[src/rtl/perf_stat_monitor.sv]
// Performance monitor beside the 5-stage core: per-class retire counts, stall cycles and HALT drain.
// Define PERF_SATURATE_EN to clamp counters and derived sums at all-ones instead of wrapping.
module perf_stat_monitor #(
   parameter int          NUM_CLASSES   = 4,
   parameter int          CNT_W         = 32,
   parameter logic [5:0]  HALT_OPCODE   = 6'b010001,
   parameter int          PIPE_OVERHEAD = 6,
   parameter int          DRAIN_CYCLES  = 6,
   localparam int         CLS_W         = $clog2(NUM_CLASSES),
   localparam int         RD_AW         = $clog2(NUM_CLASSES + 6)
) (
   input  logic             clk,
   input  logic             reset,
   input  logic             retire_valid,
   input  logic [31:0]      retire_inst,
   input  logic [CLS_W-1:0] retire_class,
   input  logic             stall_fwd,
   input  logic             stall_nofwd,
   input  logic             clear,
   input  logic             rd_en,
   input  logic [RD_AW-1:0] rd_addr,
   output logic [CNT_W-1:0] rd_data,
   output logic             rd_valid,
   output logic             halted,
   output logic             ovf
);

   typedef enum logic [1:0] {ST_RUN, ST_DRAIN, ST_HALTED} state_e;

   localparam int DRN_W = $clog2(DRAIN_CYCLES + 1);
   localparam int SUM_W = CNT_W + 2;

   typedef logic [CNT_W-1:0] cnt_t;
   typedef logic [SUM_W-1:0] sum_t;

   localparam cnt_t CNT_MAX = '1;

   // Returns {overflow_event, next_value} for a single increment.
   function automatic logic [CNT_W:0] bump(input cnt_t v);
`ifdef PERF_SATURATE_EN
      if (v == CNT_MAX) return {1'b1, v};
      return {1'b0, v + cnt_t'(1)};
`else
      return {v == CNT_MAX, v + cnt_t'(1)};
`endif
   endfunction

   function automatic cnt_t derived(input cnt_t a, input cnt_t b);
      sum_t s;
      s = sum_t'(a) + sum_t'(b) + sum_t'(PIPE_OVERHEAD);
`ifdef PERF_SATURATE_EN
      return (s > sum_t'(CNT_MAX)) ? CNT_MAX : cnt_t'(s);
`else
      return cnt_t'(s);
`endif
   endfunction

   state_e             state_q, state_d;
   logic [DRN_W-1:0]   drain_q, drain_d;
   cnt_t               cls_cnt_q [NUM_CLASSES];
   cnt_t               cls_cnt_d [NUM_CLASSES];
   cnt_t               inst_total_q, inst_total_d;
   cnt_t               stall_wo_q, stall_wo_d;
   cnt_t               stall_w_q, stall_w_d;
   cnt_t               cycle_cnt_q, cycle_cnt_d;
   logic               ovf_q, ovf_d;
   cnt_t               rd_data_q, rd_data_d;
   logic               rd_valid_q, rd_valid_d;
   cnt_t               rd_mux;
   logic [CNT_W:0]     r;
   logic               inst_unused;

   assign inst_unused = ^retire_inst[25:0];

   // Read mux looks only at _q values, so a read returns the state before this cycle's update.
   always_comb begin
      int idx;
      idx    = int'(rd_addr);
      rd_mux = '0;
      for (int i = 0; i < NUM_CLASSES; i++) begin
         if (idx == i) rd_mux = cls_cnt_q[i];
      end
      if      (idx == NUM_CLASSES)     rd_mux = inst_total_q;
      else if (idx == NUM_CLASSES + 1) rd_mux = stall_wo_q;
      else if (idx == NUM_CLASSES + 2) rd_mux = stall_w_q;
      else if (idx == NUM_CLASSES + 3) rd_mux = derived(inst_total_q, stall_wo_q);
      else if (idx == NUM_CLASSES + 4) rd_mux = derived(inst_total_q, stall_w_q);
      else if (idx == NUM_CLASSES + 5) rd_mux = cycle_cnt_q;
   end

   always_comb begin
      // NOTE: every variable gets its hold value first so no path leaves it unassigned (no latch).
      state_d      = state_q;
      drain_d      = drain_q;
      cls_cnt_d    = cls_cnt_q;
      inst_total_d = inst_total_q;
      stall_wo_d   = stall_wo_q;
      stall_w_d    = stall_w_q;
      cycle_cnt_d  = cycle_cnt_q;
      ovf_d        = ovf_q;
      r            = '0;

      unique case (state_q)
         ST_RUN: begin
            r           = bump(cycle_cnt_q);
            cycle_cnt_d = r[CNT_W-1:0];
            ovf_d       = ovf_d | r[CNT_W];
            if (retire_valid) begin
               r            = bump(inst_total_q);
               inst_total_d = r[CNT_W-1:0];
               ovf_d        = ovf_d | r[CNT_W];
               for (int i = 0; i < NUM_CLASSES; i++) begin
                  if (int'(retire_class) == i) begin
                     r            = bump(cls_cnt_q[i]);
                     cls_cnt_d[i] = r[CNT_W-1:0];
                     ovf_d        = ovf_d | r[CNT_W];
                  end
               end
               if (retire_inst[31:26] == HALT_OPCODE) begin
                  state_d = ST_DRAIN;
                  drain_d = '0;
               end
            end
            if (stall_nofwd) begin
               r          = bump(stall_wo_q);
               stall_wo_d = r[CNT_W-1:0];
               ovf_d      = ovf_d | r[CNT_W];
            end
            if (stall_fwd) begin
               r         = bump(stall_w_q);
               stall_w_d = r[CNT_W-1:0];
               ovf_d     = ovf_d | r[CNT_W];
            end
         end
         ST_DRAIN: begin
            r           = bump(cycle_cnt_q);
            cycle_cnt_d = r[CNT_W-1:0];
            ovf_d       = ovf_d | r[CNT_W];
            if (drain_q == DRN_W'(DRAIN_CYCLES - 1)) begin
               state_d = ST_HALTED;
               drain_d = '0;
            end else begin
               drain_d = drain_q + DRN_W'(1);
            end
         end
         ST_HALTED: ;
         default: state_d = ST_RUN;
      endcase

      if (clear) begin
         state_d      = ST_RUN;
         drain_d      = '0;
         cls_cnt_d    = '{default: '0};
         inst_total_d = '0;
         stall_wo_d   = '0;
         stall_w_d    = '0;
         cycle_cnt_d  = '0;
         ovf_d        = 1'b0;
      end

      rd_valid_d = rd_en;
      rd_data_d  = rd_en ? rd_mux : rd_data_q;
   end

   always_ff @(posedge clk or negedge reset) begin
      if (!reset) begin
         state_q      <= ST_RUN;
         drain_q      <= '0;
         // NOTE: the counter array is register-based and must read 0 after reset, so it is reset too.
         cls_cnt_q    <= '{default: '0};
         inst_total_q <= '0;
         stall_wo_q   <= '0;
         stall_w_q    <= '0;
         cycle_cnt_q  <= '0;
         ovf_q        <= 1'b0;
         rd_data_q    <= '0;
         rd_valid_q   <= 1'b0;
      end else begin
         // NOTE: non-blocking so every flop samples the pre-edge values of the others.
         state_q      <= state_d;
         drain_q      <= drain_d;
         cls_cnt_q    <= cls_cnt_d;
         inst_total_q <= inst_total_d;
         stall_wo_q   <= stall_wo_d;
         stall_w_q    <= stall_w_d;
         cycle_cnt_q  <= cycle_cnt_d;
         ovf_q        <= ovf_d;
         rd_data_q    <= rd_data_d;
         rd_valid_q   <= rd_valid_d;
      end
   end

   assign rd_data  = rd_data_q;
   assign rd_valid = rd_valid_q;
   assign halted   = (state_q == ST_HALTED);
   assign ovf      = ovf_q;

endmodule

[config.mk]
export PLATFORM = sky130hd
export DESIGN_NAME = perf_stat_monitor
export DESIGN_NICKNAME = d
export VERILOG_FILES = /design/src/rtl/perf_stat_monitor.sv
export SDC_FILE = /design/constraint.sdc
export NUM_CORES = 1
export LEC_CHECK = 0
export BUFFER_PORTS_ARGS = -buffer_cell sky130_fd_sc_hd__buf_2
export CAP_MARGIN = 40
export CORE_MARGIN = 3
export CORE_UTILIZATION = 40
export DETAILED_ROUTE_END_ITERATION = 8
export GPL_TIMING_DRIVEN = 1
export PLACE_DENSITY = 0.6
export SYNTH_ARGS = -nofsm -noshare
export SYNTH_HDL_FRONTEND = slang
export SYNTH_SLANG_ARGS = --single-unit
[constraint.sdc]
create_clock -name clk -period 9 [get_ports clk]
set_input_delay 1.8 -clock clk [delete_from_list [all_inputs] [get_ports clk]]
set_output_delay 1.8 -clock clk [all_outputs]
set_load 0.05 [all_outputs]
==> results of run 1 <==
[stage by stage]
step	total power, mW	hold WS [ns]	utilization	cells	area, µm²
2_1_floorplan	1.53	0.457	-	2273	19900
3_3_place_gp	1.63	0.459	0.425	2926	20800
3_5_place_dp	1.64	0.468	0.426	2930	20900
4_1_cts	3.19	0.482	0.452	2998	22200
5_1_grt	3.27	0.510	0.452	2998	22200
6_report	3.15	0.475	0.452	2999	22200
[layout by cell type, fill, tap and decap left out, types with 15 or more instances in the layout]
| cell | Yosys | routed |
|---|---|---|
| nand4_1 | 66 | 66 |
| nand2_1 | 192 | 192 |
| xor2_1 | 159 | 159 |
| a221oi_1 | 22 | 22 |
| a21o_1 | 24 | 24 |
| buf_2 | 10 | 51 |
| clkbuf_16 | 0 | 38 |
| xnor2_1 | 94 | 94 |
| o21ai_0 | 110 | 110 |
| dfrtp_1 | 295 | 295 |
| nand2b_1 | 19 | 19 |
| buf_4 | 0 | 19 |
| nor2b_1 | 19 | 19 |
| a21oi_1 | 156 | 156 |
| and3_1 | 44 | 44 |
| a31oi_1 | 28 | 28 |
| nand3_1 | 105 | 105 |
| a22oi_1 | 26 | 26 |
| mux2i_1 | 15 | 15 |
| inv_1 | 44 | 44 |
| nor2_1 | 346 | 343 |
| nor3_1 | 31 | 29 |
| or3_1 | 53 | 53 |
| ha_1 | 130 | 130 |
[worst register-to-register path: stages (launching register included)]
cell,delay (ns)
dfrtp_1,0.41
inv_1,0.16
ha_1,0.26
inv_1,0.06
ha_1,0.19
inv_1,0.07
fa_1,0.41
nor2b_1,0.16
o31a_1,0.19
o221ai_1,0.21
a21oi_1,0.37
a211oi_2,0.16
o21ai_0,0.35
xor2_1,0.13
a221oi_1,0.54
a211oi_1,0.08
[registers in the layout, summed over array words and instances (netlist names)]
| name | count |
|---|---|
| stall_wo_q | 32 |
| inst_total_q | 32 |
| rd_valid | 1 |
| stall_w_q | 32 |
| rd_data | 32 |
| drain_q | 3 |
| ovf | 1 |
| cycle_cnt_q | 32 |
| state_q | 2 |
| cls_cnt_q | 128 |
[synthesized netlist by cell type, drive strengths merged (22+ instances only)]
library cell / n / area [µm²]
nor3: 38 / 238
clkbuf: 69 / 259
nand4: 67 / 434
nand2: 197 / 752
nand3: 105 / 526
a31oi: 29 / 188
and3: 45 / 287
a221oi: 22 / 193
inv: 44 / 165
or3: 53 / 332
a21oi: 157 / 790
nor2: 348 / 1310
o21ai: 115 / 576
xnor2: 94 / 823
a22oi: 26 / 195
ha: 130 / 1630
xor2: 159 / 1390
dfrtp: 295 / 7380
a21o: 24 / 180
[worst min-delay path by stage]
stage	cells after the start	from	end	slack (ns)
2_1_floorplan	1	drain_q[1]	drain_q[1]	0.46
3_3_place_gp	1	rd_data[0]	rd_data[0]	0.46
3_5_place_dp	1	rd_data[0]	rd_data[0]	0.47
4_1_cts	1	rd_data[0]	rd_data[0]	0.48
5_1_grt	1	rd_data[0]	rd_data[0]	0.51
6_report	1	rd_data[0]	rd_data[0]	0.48
[layer usage]
metal / up-vias / GRT usage / part of all wire
li1: 8217 / - / -
met1: 8631 / 0.335 / 0.45
met3: 94 / 0.0413 / 0.074
met5: - / 0 / 0.00018
met2: 610 / 0.363 / 0.45
met4: 2 / 0.0765 / 0.029
[area by class of cell]
cell class                 instances  share of cell area
antenna                            1            0.000113
sequential                       295               0.333
inverter                          45             0.00762
tap                              664              0.0375
timing repair buffer              78              0.0241
multi-input combinational       1848               0.541
clock buffer                      55              0.0503
clock inverter                    13             0.00660
[power by group through the flow]
stage | Sequential [mW] | Combinational, mW | Clock, mW
detailed placement | 1.39 | 0.249 | 0
finish | 1.37 | 0.248 | 1.53
global route | 1.37 | 0.268 | 1.63
floorplan | 1.43 | 0.103 | 0
global placement | 1.39 | 0.246 | 0
CTS | 1.37 | 0.250 | 1.57
[kinds of logic (layout without fill, tap and decap cells)]
family	count (synthesis)	after routing
AND/OR/NAND/NOR	956	956
AO/OA/AOI/OAI	473	473
flip-flops	295	295
XOR/XNOR	253	253
adder cells (fa/ha/maj)	132	132
buffers and inverters	130	191
multiplexers	34	34
other	0	1
==> flow_summary.json, run 1 <==
{
  "worst_slew_pin_slew_ns": 1.11,
  "core_um2": 49100,
  "rsz0062_at_grt": "no",
  "path_buf_inv": 3,
  "nFillCells": 4832,
  "cp-end-kind": "flip-flop",
  "dp_hpwl_um": 45400,
  "io_pins": 80,
  "cp.depth": 11,
  "p_switching_uw": 820,
  "place_ws_ns": 3.81,
  "first_global_vias": 16600,
  "p_int_mw": 2.33,
  "yosys_most_used_dff": "dfrtp_1",
  "slew_headroom": 0.262,
  "die_area_um2": 52400,
  "r2r_end": "rd_data[23]",
  "viasPerCell": 5.85,
  "multi_input_area_um2": 12000,
  "ys_seq_elements": 295,
  "wl_um": 62900,
  "ys_seq_area_frac": 0.372,
  "path_max_fanout": 30,
  "hold_class": "flip-flop to flip-flop",
  "synth_simple_gate_area_share": 0.232,
  "cap_violations": 0,
  "async_flop_share": 1.00,
  "power.leakage_nw": 9.77,
  "reg2reg_from": "inst_total_q[1]",
  "rr_worst_depth": 15,
  "antenna_left": 0,
  "ctsResizeCount": 0,
  "p_seq_frac": 0.434,
  "fin_crit_ns": 4.80,
  "regToRegSetupSlack_ns": 5.11,
  "synth_top_family_by_area": "simple AND/OR/NAND/NOR gates",
  "cts_hold_buf": 0,
  "drive_above_1_share": 0.0861,
  "numPortBuffers": 53,
  "cts_buffers": 37,
  "yosys.area_share.adder": 0.0839,
  "synth_area_um2": 19900,
  "path_delay_family": "compound AO/OA/AOI/OAI gates",
  "synth_compound_area_frac": 0.149,
  "register_area_um2": 7380,
  "finalHoldViolations": 0,
  "max_stage_delay_ns": 0.56,
  "comb_power_share": 0.079,
  "cts_max_level": 2,
  "cts_tree": "done",
  "cp.arrival_ns": 5.21,
  "path_cells": "buf_2 -> buf_4 -> nand2b_1 -> nor2_2 -> buf_4 -> a222oi_1 -> o31ai_1 -> a221oi_1 -> o311ai_0 -> o21ai_0 -> a31oi_1",
  "synth_edf_count": 0,
  "fmax_mhz": 208,
  "die_h_um": 229,
  "clkSinkCount": 295,
  "drc": 0,
  "track_usage": 0.235,
  "tns_ns": 0,
  "ys_warn_count": 0,
  "grt_max_degree": 210,
  "cp.required_ns": 9.41,
  "antenna_found_initial": 2,
  "start_util": 0.405,
  "clockRootBuffer": "clkbuf_16",
  "synth_cell_type_count": 77,
  "synth_area_per_cell_um2": 8.74,
  "row_count": 81,
  "critPathSlowestCell": "a221oi_1",
  "finalWorstSetupSlack_ns": 4.20,
  "synthCells": 2273,
  "grt-ovfl-total": 0,
  "synth_nets": 2450,
  "die_w_um": 229,
  "vias": 17600,
  "finClkSkew_ns": 0.0229,
  "cp-startpoint": "rd_addr[1]",
  "insertion_delay_ns": 0.57,
  "finalSetupViolations": 0,
  "nets": 2482,
  "pwr-share-clk": 0.487,
  "critPathKind": "primary input to flip-flop",
  "grt_first_pass_wirelength_um": 96600,
  "drt_pre_antenna_iters": 8,
  "wl_per_cell_um": 21.0,
  "area_delta_synth_final_pct": 11.6,
  "postCtsSetupBuffers": 0,
  "clockBufferDepth": 3,
  "peakVddDrop_uv": 118,
  "swShare": 0.260,
  "min_period_over_period": 0.533,
  "status": "completed",
  "clk_pin_slew_ns": 0.06,
  "gp_congestion": 0.943,
  "critPathLaunchType": "primary input",
  "first_iter_violations": 1748,
  "muxShareOfSynthArea": 0.0263,
  "crit_end": "rd_data[4]",
  "cpMostUsedCell": "buf_4",
  "synthXorXnorAreaFrac": 0.112,
  "slew_viol_final": 0,
  "powerDensity_nw_per_um2": 142
}
(Power assumes the default switching activity.)
==> inputs of run 2 (changes only) <==
clock period = 4.7 ns   (was 9 ns; I/O delays follow)
==> flow_summary.json, run 2 (synthesized netlist as in run 1, its figures left out) <==
{
  "antenna_left": 0,
  "insertion_delay_ns": 0.58,
  "grt-ovfl-total": 0,
  "slew_viol_final": 0,
  "critPathKind": "flip-flop to flip-flop",
  "vias": 17700,
  "drive_above_1_share": 0.0915,
  "status": "completed",
  "finClkSkew_ns": 0.0264,
  "cts_tree": "done",
  "cts_hold_buf": 0,
  "path_max_fanout": 4,
  "path_buf_inv": 3,
  "fin_crit_ns": 3.90,
  "mostFrequentLayoutCells": "nor2_1, dfrtp_1, nand2_1",
  "worst_slew_pin_slew_ns": 0.937,
  "cts_max_level": 2,
  "io_pins": 80,
  "gp_congestion": 0.926,
  "critPathLaunchType": "flip-flop",
  "die_w_um": 229,
  "clk_pin_slew_ns": 0.06,
  "grt_first_pass_wirelength_um": 99300,
  "nets": 2499,
  "wl_per_cell_um": 21.1,
  "clockRootBuffer": "clkbuf_16",
  "nFillCells": 4766,
  "row_count": 81,
  "max_stage_delay_ns": 0.46,
  "largest_reg_flops": 128,
  "clockBufferDepth": 3,
  "tns_ns": 0,
  "track_usage": 0.241,
  "ctsResizeCount": 0,
  "die_area_um2": 52400,
  "die_h_um": 229,
  "hold_class": "primary input to async pin",
  "postCtsSetupBuffers": 0,
  "viasPerCell": 5.87,
  "finalSetupViolations": 0,
  "start_util": 0.405,
  "numPortBuffers": 53,
  "first_iter_violations": 1853,
  "powerDensity_nw_per_um2": 275,
  "rsz0062_at_grt": "no",
  "dp_hpwl_um": 46500,
  "cp.required_ns": 5.16,
  "area_delta_synth_final_pct": 12.3,
  "cp-end-kind": "flip-flop",
  "clkSinkCount": 295,
  "dpl.cell_count": 2947,
  "min_period_over_period": 0.829,
  "power.leakage_nw": 9.85,
  "wl_um": 63500,
  "largest-register": "cls_cnt_q",
  "grt_max_degree": 112,
  "cts_buffers": 37,
  "cap_violations": 0,
  "core_um2": 49100,
  "slew_headroom": 0.375,
  "finalHoldViolations": 0,
  "cpMostUsedCell": "inv_1",
  "peakVddDrop_uv": 206,
  "cp.arrival_ns": 4.36,
  "fmax_mhz": 257,
  "path_delay_family": "compound AO/OA/AOI/OAI gates",
  "path_cells": "inv_1 -> ha_1 -> inv_1 -> ha_1 -> inv_1 -> fa_1 -> nand2b_1 -> a21oi_1 -> o21ai_0 -> and2_1 -> a211oi_1 -> or2_1 -> a21oi_1 -> xor2_1 -> a221o_1 -> o21ai_0",
  "critPathSlowestCell": "dfrtp_1",
  "first_global_vias": 16900,
  "final_common_cell": "nor2_1",
  "final_cells": 3015,
  "regToRegSetupSlack_ns": 0.80,
  "drc": 0,
  "drt_pre_antenna_iters": 6,
  "antenna_found_initial": 2
}
==> run 2: worst register-to-register path, stage by stage (launching register included) <==
cell      delay, ns
dfrtp_1        0.46
inv_1          0.12
ha_1           0.28
inv_1          0.06
ha_1           0.20
inv_1          0.07
fa_1           0.38
nand2b_1       0.21
a21oi_1        0.24
o21ai_0        0.19
and2_1         0.22
a211oi_1       0.45
or2_1          0.20
a21oi_1        0.08
xor2_1         0.15
a221o_1        0.29
o21ai_0        0.19
==> run 2: path summary, 6_finish.rpt <==
check                              startpoint          endpoint  cells after the start
max in group asynchronous               reset   cycle_cnt_q[10]                      2
min in group clk                   rd_data[0]        rd_data[0]                      1
worst min-delay path                    reset  inst_total_q[27]                      1
worst min register to register     rd_data[0]        rd_data[0]                      1
worst max register to register  stall_wo_q[1]       rd_data[27]                     16
worst max-delay path            stall_wo_q[1]       rd_data[27]                     16
==> run 2: per-stage QoR <==
step	total power, mW	setup slack (ns)	util	instance area (µm²)	hold WS, ns
after floorplan	2.94	1.65	-	19900	0.457
after global placement	3.14	0.951	0.428	21000	0.460
after detailed placement	3.15	0.833	0.428	21000	0.463
after CTS	6.21	0.831	0.455	22300	0.474
after global routing	6.37	0.676	0.455	22300	0.498
final	6.14	0.803	0.455	22300	0.449
==> run 2: cell type report <==
cell class	instances	area, µm²	area share
clock inverters	16	243	0.0109
repair buffers	95	637	0.0286
inverters	45	169	0.00757
clock buffers	50	1050	0.0469
well taps	664	831	0.0372
diodes	2	5.00	0.000224
flip-flops and latches	295	7380	0.331
multi-input cells	1848	12000	0.538
==> run 2: power breakdown <==
part	switching [mW]	internal, mW	leakage, nW
Combinational	0.367	0.120	5.17
Sequential	0.0334	2.58	4.06
Clock	1.19	1.85	0.624
==> run 2: layer usage <==
| metal | vias up | wire (µm) | part of all wire | global-route usage |
|---|---|---|---|---|
| met5 | - | 0 | 0 | 0 |
| met4 | 0 | 1820 | 0.029 | 0.0690 |
| met3 | 100 | 4680 | 0.074 | 0.0400 |
| met2 | 648 | 28000 | 0.44 | 0.366 |
| met1 | 8696 | 29000 | 0.46 | 0.354 |
| li1 | 8256 | - | - | - |
==> inputs of run 3 (changes only) <==
clock period = 4.1 ns   (was 4.7 ns; I/O delays follow)
==> flow_summary.json, run 3 (synthesized netlist as in run 1, its figures left out) <==
{
  "peakVddDrop_uv": 233,
  "die_area_um2": 52400,
  "area_delta_synth_final_pct": 13.4,
  "grt-ovfl-total": 0,
  "place_ws_ns": 0.351,
  "first_iter_violations": 2057,
  "cp-end-kind": "flip-flop",
  "core_um2": 49100,
  "vias": 17600,
  "final_common_cell": "nor2_1",
  "first_global_vias": 17200,
  "multi_input_area_um2": 12000,
  "die_h_um": 229,
  "p_int_mw": 5.38,
  "clk_pin_slew_ns": 0.06,
  "clockBufferDepth": 3,
  "clkSinkCount": 295,
  "mostFrequentLayoutCells": "nor2_1, dfrtp_1, nand2_1",
  "slew_viol_final": 0,
  "numPortBuffers": 53,
  "nets": 2517,
  "r2r_end": "rd_data[27]",
  "largest-register": "cls_cnt_q",
  "reg2reg_from": "inst_total_q[1]",
  "row_count": 81,
  "cts_tree": "done",
  "cp.required_ns": 4.57,
  "start_util": 0.405,
  "cts_max_level": 2,
  "antenna_left": 0,
  "slew_headroom": 0.482,
  "register_area_um2": 7380,
  "drc": 0,
  "finalWorstSetupSlack_ns": 0.352,
  "finalSetupViolations": 0,
  "finClkSkew_ns": 0.0252,
  "fmax_mhz": 267,
  "critPathKind": "flip-flop to flip-flop",
  "viasPerCell": 5.80,
  "rsz0062_at_grt": "no",
  "cp.arrival_ns": 4.22,
  "status": "completed",
  "clockRootBuffer": "clkbuf_16",
  "power.leakage_nw": 10.0,
  "regToRegSetupSlack_ns": 0.35,
  "critPathLaunchType": "flip-flop",
  "comb_power_share": 0.078,
  "gp_congestion": 0.951,
  "grt_max_degree": 152,
  "tns_ns": 0,
  "hold_class": "primary input to async pin",
  "cp-startpoint": "inst_total_q[1]",
  "path_max_fanout": 4,
  "wl_per_cell_um": 21.1,
  "powerDensity_nw_per_um2": 319,
  "cap_violations": 0,
  "ctsResizeCount": 0,
  "p_seq_frac": 0.417,
  "pwr-share-clk": 0.505,
  "fin_crit_ns": 3.75,
  "nFillCells": 4778,
  "dp_hpwl_um": 47700,
  "io_pins": 80,
  "worst_slew_pin_slew_ns": 0.776,
  "insertion_delay_ns": 0.57,
  "drt_pre_antenna_iters": 6,
  "cts_hold_buf": 0,
  "rr_worst_depth": 16,
  "min_period_over_period": 0.914,
  "track_usage": 0.243,
  "p_switching_mw": 1.81,
  "finalHoldViolations": 0,
  "wl_um": 64100,
  "swShare": 0.252,
  "die_w_um": 229,
  "grt_first_pass_wirelength_um": 99900,
  "cts_buffers": 38,
  "crit_end": "rd_data[27]",
  "antenna_found_initial": 3,
  "largest_reg_flops": 128,
  "drive_above_1_share": 0.100,
  "postCtsSetupBuffers": 0
}
-- run 3: cell count changes in the layout (fill, tap and decap cells not counted) --
cell | previous run | this run
buf_4 | 39 | 55
clkbuf_8 | 6 | 13
clkinvlp_4 | 3 | 0
clkbuf_1 | 7 | 5
clkinv_2 | 5 | 7
buf_12 | 3 | 4
clkbuf_16 | 38 | 39
clkinv_8 | 1 | 0
diode_2 | 2 | 3
-- run 3: how the worst min path moves through the flow --
stage,endpoint
5_1_grt,stall_wo_q[24]
3_5_place_dp,rd_data[0]
4_1_cts,stall_wo_q[24]
2_1_floorplan,drain_q[1]
3_3_place_gp,rd_data[0]
6_report,stall_wo_q[24]
-- run 3: layout make-up --
cell class / instances / area share
Clock buffer: 56 / 0.0515
Sequential cell: 295 / 0.328
Multi-Input combinational cell: 1848 / 0.532
Antenna cell: 3 / 0.000333
Inverter: 45 / 0.00750
Clock inverter: 14 / 0.00950
Tap cell: 664 / 0.0369
Timing Repair Buffer: 112 / 0.0345
-- run 3: through the flow --
stage / power (mW) / hold slack (ns) / util / std cells / instance area, µm²
6_report: 7.20 / 0.256 / 0.459 / 3037 / 22500
3_5_place_dp: 3.61 / 0.466 / 0.431 / 2964 / 21200
5_1_grt: 7.44 / 0.313 / 0.459 / 3034 / 22500
2_1_floorplan: 3.37 / 0.457 / - / 2273 / 19900
3_3_place_gp: 3.61 / 0.460 / 0.431 / 2964 / 21200
4_1_cts: 7.28 / 0.288 / 0.459 / 3034 / 22500
-- run 3: layer usage --
layer | GRT usage | routed length [µm] | vias up
met5 | 0 | 0 | -
met4 | 0.0739 | 1850 | 0
met3 | 0.0399 | 4550 | 109
met2 | 0.384 | 28800 | 591
met1 | 0.343 | 28900 | 8621
li1 | - | - | 8300
-- run 3: worst max-delay path, cell delays in order (launching register included) --
cell      delay, ns
dfrtp_1        0.41
inv_1          0.17
ha_1           0.25
inv_1          0.06
ha_1           0.19
inv_1          0.07
fa_1           0.39
nand2b_1       0.21
a21oi_1        0.18
o21ai_0        0.16
and2_1         0.20
a211oi_1       0.49
or2_1          0.21
a21oi_1        0.08
xor2_1         0.14
a221o_1        0.29
o21ai_0        0.17
-- run 3: power by group through the flow --
stage          Sequential, mW  Clock (mW)  Combinational, mW
3_5_place_dp             3.05           0              0.564
2_1_floorplan            3.14           0              0.226
4_1_cts                  3.00        3.72              0.566
6_report                 3.00        3.63              0.563
3_3_place_gp             3.05           0              0.559
5_1_grt                  3.00        3.83              0.609
